<file path="src/rtl/qe_ctrl_if.sv">
// qe_ctrl_if: byte-serial read port between the 8-bit core and the quadrature controller
interface qe_ctrl_if;
  logic       rd_req;
  logic [1:0] rd_sel;
  logic       rd_ack;
  logic [7:0] rd_data;
  modport master (output rd_req, rd_sel, input rd_ack, rd_data);
  modport slave  (input rd_req, rd_sel, output rd_ack, rd_data);
endinterface

</file>
<file path="src/rtl/qe_ctrl.sv">
// qe_ctrl: filtered x4 quadrature decoder with position, velocity, interrupts and shadowed byte read port
module qe_ctrl #(
  parameter int FILT  = 3,
  parameter int CNT_W = 16
) (
  input  logic             clk,
  input  logic             clr_n,
  input  logic             i,
  input  logic             q,
  input  logic             zero,
  input  logic [CNT_W-1:0] period,
  input  logic [CNT_W-1:0] cmp,
  input  logic             irq_clr,
  qe_ctrl_if.slave         rd,
  output logic [CNT_W-1:0] pos,
  output logic [CNT_W-1:0] vel,
  output logic             dir,
  output logic             err,
  output logic             irq
);
  localparam logic [CNT_W-1:0] ONE = CNT_W'(1);
  logic [1:0] s1_q, s2_q, last_q, last_d, acc_q, acc_d;
  logic [3:0] cnt_q, cnt_d, cnt_inc;
  logic init_q, init_d, up_q, up_d, dn_q, dn_d, bad_q, bad_d, acc_ok, hit, cap;
  logic [CNT_W-1:0] pos_q, pos_d, step_pos, vel_q, vel_d, snap_q, snap_d, tmr_q, tmr_d;
  logic dir_q, dir_d, err_q, err_d, irq_q, irq_d, ack_q, ack_d;
  logic [7:0] rdat_q, rdat_d, psh_q, psh_d, vsh_q, vsh_d;
  always_ff @(posedge clk) begin
    s1_q <= {i, q};
    s2_q <= s1_q;
  end
  always_comb begin
    last_d   = s2_q;
    cnt_inc  = (s2_q == acc_q) ? 4'd0 : (s2_q != last_q) ? 4'd1 : cnt_q + 4'd1;
    acc_ok   = !init_q && s2_q != acc_q && cnt_inc == 4'(FILT);
    acc_d    = (init_q || acc_ok) ? s2_q : acc_q;
    cnt_d    = (init_q || acc_ok) ? 4'd0 : cnt_inc;
    init_d   = 1'b0;
    // up order 00->10->11->01: successor of {a,b} is {~b,a}
    up_d     = acc_ok && s2_q == {~acc_q[0], acc_q[1]};
    dn_d     = acc_ok && acc_q == {~s2_q[0], s2_q[1]};
    bad_d    = acc_ok && (s2_q ^ acc_q) == 2'b11;
    step_pos = up_q ? pos_q + ONE : dn_q ? pos_q - ONE : pos_q;
    pos_d    = zero ? '0 : step_pos;
    dir_d    = zero ? dir_q : up_q ? 1'b1 : dn_q ? 1'b0 : dir_q;
    hit      = !zero && (up_q || dn_q) && step_pos == cmp;
    err_d    = bad_q || (err_q && !irq_clr);
    irq_d    = hit || (bad_q && !err_q) || (irq_q && !irq_clr);
    cap      = period != '0 && tmr_q >= period - ONE;
    tmr_d    = (period == '0 || cap) ? '0 : tmr_q + ONE;
    vel_d    = cap ? pos_d - snap_q : vel_q;
    snap_d   = cap ? pos_d : zero ? '0 : snap_q;
    ack_d    = rd.rd_req;
    rdat_d   = !rd.rd_req ? rdat_q : rd.rd_sel == 2'd0 ? pos_q[7:0] : rd.rd_sel == 2'd1 ? psh_q :
               rd.rd_sel == 2'd2 ? vel_q[7:0] : vsh_q;
    psh_d    = (rd.rd_req && rd.rd_sel == 2'd0) ? pos_q[15:8] : psh_q;
    vsh_d    = (rd.rd_req && rd.rd_sel == 2'd2) ? vel_q[15:8] : vsh_q;
  end
  always_ff @(posedge clk) begin
    if (!clr_n) begin
      last_q <= '0; acc_q <= '0; cnt_q <= '0; init_q <= 1'b1;
      up_q <= 1'b0; dn_q <= 1'b0; bad_q <= 1'b0;
      pos_q <= '0; vel_q <= '0; snap_q <= '0; tmr_q <= '0;
      dir_q <= 1'b0; err_q <= 1'b0; irq_q <= 1'b0;
      ack_q <= 1'b0; rdat_q <= '0; psh_q <= '0; vsh_q <= '0;
    end else begin
      last_q <= last_d; acc_q <= acc_d; cnt_q <= cnt_d; init_q <= init_d;
      up_q <= up_d; dn_q <= dn_d; bad_q <= bad_d;
      pos_q <= pos_d; vel_q <= vel_d; snap_q <= snap_d; tmr_q <= tmr_d;
      dir_q <= dir_d; err_q <= err_d; irq_q <= irq_d;
      ack_q <= ack_d; rdat_q <= rdat_d; psh_q <= psh_d; vsh_q <= vsh_d;
    end
  end
  assign pos = pos_q;
  assign vel = vel_q;
  assign dir = dir_q;
  assign err = err_q;
  assign irq = irq_q;
  assign rd.rd_ack  = ack_q;
  assign rd.rd_data = rdat_q;
endmodule

</file>
<file path="src/flat_wrapper.sv">
// flat-port wrapper written by rule: the top's interface ports become plain ports
module qe_ctrl_flat 
#(
  parameter int FILT  = 3,
  parameter int CNT_W = 16
)
  (clk, clr_n, i, q, zero, period, cmp, irq_clr, pos, vel, dir, err, irq, rd_rd_req, rd_rd_sel, rd_rd_ack, rd_rd_data);
  qe_ctrl_if rd_i ();
  input  logic clk;
  input  logic clr_n;
  input  logic i;
  input  logic q;
  input  logic zero;
  input  logic [CNT_W-1:0] period;
  input  logic [CNT_W-1:0] cmp;
  input  logic irq_clr;
  output logic [CNT_W-1:0] pos;
  output logic [CNT_W-1:0] vel;
  output logic dir;
  output logic err;
  output logic irq;
  input wire logic [$bits(rd_i.rd_req)-1:0] rd_rd_req;
  input wire logic [$bits(rd_i.rd_sel)-1:0] rd_rd_sel;
  output wire logic [$bits(rd_i.rd_ack)-1:0] rd_rd_ack;
  output wire logic [$bits(rd_i.rd_data)-1:0] rd_rd_data;
  assign rd_i.rd_req = rd_rd_req;
  assign rd_i.rd_sel = rd_rd_sel;
  assign rd_rd_ack = rd_i.rd_ack;
  assign rd_rd_data = rd_i.rd_data;
  qe_ctrl #(.FILT(FILT), .CNT_W(CNT_W)) u_core (.clk(clk), .clr_n(clr_n), .i(i), .q(q), .zero(zero), .period(period), .cmp(cmp), .irq_clr(irq_clr), .rd(rd_i), .pos(pos), .vel(vel), .dir(dir), .err(err), .irq(irq));
endmodule
</file>
<file path="config.mk">
export PLATFORM = sky130hd
export DESIGN_NAME = qe_ctrl_flat
export DESIGN_NICKNAME = d
export VERILOG_FILES = /design/src/rtl/qe_ctrl_if.sv /design/src/rtl/qe_ctrl.sv /design/src/flat_wrapper.sv
export SDC_FILE = /design/constraint.sdc
export NUM_CORES = 1
export LEC_CHECK = 0
export ABC_AREA = 1
export ABC_CLOCK_PERIOD_IN_PS = 7360
export CORE_ASPECT_RATIO = 0.7
export CORE_UTILIZATION = 45
export CTS_BUF_LIST = sky130_fd_sc_hd__clkbuf_16
export DETAILED_ROUTE_END_ITERATION = 12
export PLACE_DENSITY = 0.73
export SYNTH_ARGS = -nofsm -noshare
export SYNTH_HDL_FRONTEND = slang
export SYNTH_SLANG_ARGS = --single-unit
</file>
<file path="constraint.sdc">
create_clock -name clk -period 7.36 [get_ports clk]
set_input_delay 1.472 -clock clk [delete_from_list [all_inputs] [get_ports clk]]
set_output_delay 1.472 -clock clk [all_outputs]
set_load 0.005 [all_outputs]
</file>
Word level (Yosys, flattened, before mapping)
Cells that the tools add are included.

Reductions and logical operators: 31. $mul: 0. $add $sub $neg: 6. Div/mod/pow operators: 0. Eq/ne operators: 10. Order comparisons: 1. Bitwise operators: 5. Multiplexer cells: 13. Shift operators: 0.

Operators with widths (number): two-way mux 16 bit (5); adder 16 x 1 -> 16 bit, second input constant (2); subtractor 16 x 1 -> 16 bit, second input constant (2); two-way mux 8 bit (3); == test 16 bit (1); >= comparator 16 bit (1); logical NOT 16 bit (1); nonzero test 16 bit (1); subtractor 16 bit (1); logical AND 1 bit (13); two-way mux 4 bit (2); == test 2 bit (3); logical OR 1 bit (6); adder 4 x 1 -> 4 bit, second input constant (1); == test 2 bit, second input constant (2); == test 4 x 2 -> 1 bit, second input constant (1); logical NOT 1 bit (4); inequality test 2 bit (2); inverter 1 bit (4); nonzero test 2 bit (2); OR reduction 2 bit (2); two-way mux 1 bit (3); == test 2 x 1 -> 1 bit, second input constant (1); logical NOT 2 bit (1); 2 further kinds (2).

Flip-flop bits (word level): 108. Memories: 0. Bits of input ports: 41. Latch bits: 0. RAM bits: 0. Output and inout port bits: 44. Memory bits (read-only): 0. Logic and storage cells: 86.

Logic depth before layout (Yosys ltp)
Depth after elaboration: 7. Depth in mapped cells: 24. Mapped depth without buffers: 23.

Worst setup path after synthesis
Ideal clock, no wire load.

Path type: input to register. Start: in period[1]. End: reg u_core.tmr_q[14]. Buffers on the path: 1. Setup time: 128 ps. Cell stages on the path: 20. Path slack: 3225 ps. Data required time: 7232 ps. Arrival: 4008 ps. Cells stage by stage: nor2_1 nand2_1 nor3_2 nand2_1 nor3_2 nand3b_1 nor3_2 nand3_1 xnor2_1 inv_1 ha_1 nand2_1 inv_1 nand3_1 nor3_1 nand3_1 nand3_1 nand3b_1 clkbuf_1 nor2_1.

Word-level cells in the longest chain between the ends: 5. Elaborated cells on any way between the ends: 7. Those cells by class: 1 x add/sub; 1 x order compare; 5 x reduce/logical.

Ends and longest elaborated chain: start: declaration (line flat_wrapper.sv:14) `input logic [CNT_W-1:0] period;`; subtractor 16 x 1 -> 16 bit (line qe_ctrl.sv:49) `cap = period != '0 && tmr_q >= period - ONE;`; >= comparator 16 bit (line qe_ctrl.sv:49); logical AND 1 bit (line qe_ctrl.sv:49); logical OR 1 bit (*) (line qe_ctrl.sv:50) `tmr_d = (period == '0 || cap) ? '0 : tmr_q + ONE;`; OR reduction 2 bit (no line) (*); end signal: assignment (line qe_ctrl.sv:69) `pos_q <= pos_d; vel_q <= vel_d; snap_q <= snap_d; tmr_q <= tmr_d;`; end: declaration (line qe_ctrl.sv:25) `logic [CNT_W-1:0] pos_q, pos_d, step_pos, vel_q, vel_d, snap_q, snap_d, tmr_q, tmr_d;`.

Every way passes the cells marked *; elsewhere a longest branch is shown, timed or not. A chain may end at the register's enable or synchronous reset.

Worst setup path in the final report
Start: in period[2]. End: reg u_core.vel_q[2], in the netlist u_core.vel[2].

Word-level cells in the longest chain between the ends: 3. Elaborated cells on any way between the ends: 4. Those cells by class: 1 x add/sub; 1 x order compare; 2 x reduce/logical.

Ends and longest elaborated chain (line): subtractor 16 x 1 -> 16 bit (qe_ctrl.sv:49); >= comparator 16 bit (qe_ctrl.sv:49); logical AND 1 bit (*) (qe_ctrl.sv:49); end signal: assignment (qe_ctrl.sv:69); end: declaration (qe_ctrl.sv:25).

Marks and branches as above.

==> flow_summary.json <==
{
  "synth-seq-cells": 108,
  "syn_inst": 929,
  "avgSynthCellArea_um2": 6.86,
  "p_per_area_nw_per_um2": 153,
  "clk_path_buf_depth": 2,
  "path_class": "in2reg",
  "peakVddDrop_mv": 0.106,
  "critPathLaunchType": "input pin",
  "layout-area-overhead-vs-synth_pct": 19.9,
  "grt_max_degree": 50,
  "setup_viol": 0,
  "core_um2": 13500,
  "timing.critical_path.cells": "clkdlybuf4s50_1 -> nor2_1 -> nand2_1 -> nor3_2 -> nand2_1 -> nor3_2 -> nand3b_1 -> nor3_2 -> nand3_1 -> xnor2_1 -> inv_1 -> ha_1 -> nand2_1 -> inv_1 -> nand3_1 -> nor3_1 -> nand3_1 -> nand3_1 -> nand2_1 -> inv_1 -> buf_4 -> o21ai_0 -> a21oi_1",
  "tritoncts": "yes",
  "synth.largest_area_cell": "dfxtp_1",
  "rsz0062_at_grt": "false",
  "postCtsSetupBuffers": 0,
  "r2r_start": "u_core.up_q$_SDFF_PN0_",
  "hold-path-endpoint": "u_core.last_d[0]$_DFF_P_",
  "cap_violations": 0,
  "die_w_um": 144,
  "max_stage_delay_ns": 0.66,
  "synthTopCellsByArea": "dfxtp_1, nand2_1, ha_1, inv_1, nand3_1",
  "grt_usage_pct": 24.1,
  "grt.overflow.total": 0,
  "drive_gt1_share_pct": 3.38,
  "max_slew_margin_pct": 25.7,
  "clock_latency_ns": 0.35,
  "setup_tns_ns": 0,
  "place.gp.congestion": 0.910,
  "end_kind": "register",
  "yosys_warnings": 0,
  "vias_per_cell": 5.13,
  "top_level_ports": 85,
  "path_max_fanout": 33,
  "cts_num_sinks": 108,
  "rows": 35,
  "path_delay_family": "simple AND/OR/NAND/NOR gates",
  "fmax_mhz": 192,
  "fin_util_pct": 56.7,
  "arrival_ns": 5.49,
  "start_util_pct": 47.2,
  "n_antenna_cell": 0,
  "placed_area_um2": 7370,
  "holdPathStages": 0,
  "drtIter0Drc": 518,
  "ys_seq_area_share_pct": 33.9,
  "worstHoldStart": "u_core.s1_q[0]$_DFF_P_",
  "period_share_pct": 70.8,
  "synthesis.area_um2": 6370,
  "grt_pass1_vias": 5420,
  "first_pass_iters": 5,
  "drv_slew": 0,
  "synth-edff-count": 0,
  "worst_slew_pin_slew_ns": 1.11,
  "r2r-end": "u_core.vel[13]$_SDFFE_PN0P_",
  "htreeDepth": 3,
  "wl_mm": 16.7,
  "outcome": "complete, no violations",
  "period_minus_slack_ns": 5.21,
  "r2r_setup_slack_ns": 3.98,
  "cts_root_buf": "clkbuf_16",
  "skew_ns": 0.00576,
  "wl_per_cell_um": 14.1,
  "syn_nets": 1009,
  "yosysUniqueCellTypes": 42,
  "ant_nets": 0,
  "clk_pin_slew_ns": 0.07,
  "nets": 1082,
  "numCtsBuffers": 9,
  "postCtsResizedCells": 0,
  "hold_path.class": "reg2reg",
  "io_buffers": 84,
  "synthFlopType": "dfxtp_1",
  "dp_hpwl_mm": 12.8,
  "critPathBufInv": 5,
  "antenna_found_initial": 0,
  "n_fill_cell": 1340,
  "critPathRequiredTime_ns": 7.64,
  "synth_top_area_share_pct": 33.9,
  "drc": 0,
  "die_area_um2": 14600,
  "finalHoldViolCount": 0,
  "final_cell_area_um2": 7640,
  "grt_pass1_wl_mm": 27.4,
  "cts_hold_buffers": 0,
  "cp_slowest_cell": "inv_1",
  "die_h_um": 102,
  "power_leakage_nw": 3.27,
  "vias": 6114,
  "synthArstFlopShare_pct": 0,
  "ff2ff_path_depth": 14
}
==> registers in the layout, summed over array words and instances (netlist names), 2 cells and up <==
| signal | cells |
|---|---|
| u_core.psh_q | 8 |
| u_core.tmr_q | 16 |
| u_core.last_d | 2 |
| u_core.vsh_q | 8 |
| u_core.s1_q | 2 |
| u_core.acc_q | 2 |
| u_core.snap_q | 16 |
| u_core.cnt_q | 4 |
| u_core.pos | 16 |
| u_core.vel | 16 |
| u_core.rd.rd_data | 8 |
| u_core.last_q | 2 |
==> area by class of cell <==
class	count	area [um2]	area share, %
clock buffers	9	225	2.95
clock inverters	6	48.8	0.639
inverters	111	417	5.45
multi-input cells	683	3680	48.1
flip-flops and latches	108	2160	28.3
well taps	185	231	3.03
repair buffers	89	878	11.5
==> worst max path at each step <==
| stage | from | to | slack, ns | depth (start not counted) |
|---|---|---|---|---|
| after global routing | period[2] | u_core.vel[2]$_SDFFE_PN0P_ | 1.65 | 23 |
| final | period[2] | u_core.vel[2]$_SDFFE_PN0P_ | 2.15 | 23 |
| after global placement | period[2] | u_core.vel[4]$_SDFFE_PN0P_ | 1.96 | 23 |
| after detailed placement | period[2] | u_core.vel[2]$_SDFFE_PN0P_ | 1.81 | 23 |
| after CTS | period[2] | u_core.vel[2]$_SDFFE_PN0P_ | 2.16 | 23 |
| after floorplan | period[1] | u_core.tmr_q[14]$_SDFF_PP0_ | 3.22 | 20 |
==> layer usage <==
| layer | part of all wire, % | vias to the layer above | wire [um] | global-route usage (%) |
|---|---|---|---|---|
| met2 | 38 | 216 | 6410 | 34.1 |
| met5 | 0 | - | 0 | 0 |
| met4 | 0.93 | 0 | 155 | 4.62 |
| met1 | 52 | 2694 | 8770 | 37.5 |
| li1 | - | 3193 | - | - |
| met3 | 8.4 | 11 | 1410 | 4.35 |
==> placed cells by master, fill, tap and decap left out, types with 13 or more instances in the layout <==
cell	count
a21oi_1	59
o31ai_1	13
nor2_1	98
o21ai_0	39
ha_1	38
xor2_1	20
dfxtp_1	108
inv_1	106
nand2_1	226
clkdlybuf4s50_1	84
xnor2_1	24
nor3_1	14
nand3_1	74
==> through the flow <==
step / hold WS, ns / power (mW) / setup slack (ns) / std cells
4_1_cts: 0.332 / 1.18 / 2.16 / 1191
6_report: 0.330 / 1.17 / 2.15 / 1191
3_5_place_dp: 0.315 / 0.730 / 1.81 / 1176
3_3_place_gp: 0.311 / 0.729 / 1.96 / 1176
5_1_grt: 0.346 / 1.22 / 1.65 / 1191
2_1_floorplan: 0.310 / 0.680 / 3.22 / 929
==> cells in the mapped netlist, types with 2 or more instances <==
cell type and number:
a211oi_1 5, a21o_1 3, a21oi_1 59, a31oi_1 9
and3_1 2, buf_1 3, buf_2 8, clkbuf_1 15
dfxtp_1 108, ha_1 38, inv_1 106, inv_2 4
nand2_1 226, nand2_2 3, nand3_1 74, nand3b_1 9
nand4_1 10, nor2_1 98, nor3_1 14, nor3_2 3
nor3b_1 3, nor4_1 3, o211ai_1 9, o21ai_0 39
o21ai_1 6, o22ai_1 2, o31ai_1 13, xnor2_1 24
xor2_1 20
==> power breakdown <==
group	switching (mW)	internal (mW)	leakage (nW)
Combinational	0.0633	0.0531	2.27
Sequential	0.00732	0.594	0.876
Clock	0.223	0.231	0.130
Total	0.293	0.878	3.27
==> cells by family after synthesis <==
family | count (synthesis) | synth area share, %
buffers and inverters | 138 | 8.34
adder cells (fa/ha/maj) | 39 | 7.78
AO/OA/AOI/OAI | 149 | 13.3
AND/OR/NAND/NOR | 450 | 30.3
XOR/XNOR | 45 | 6.40
flip-flops | 108 | 33.9
Power figures use the tool's default switching activity.
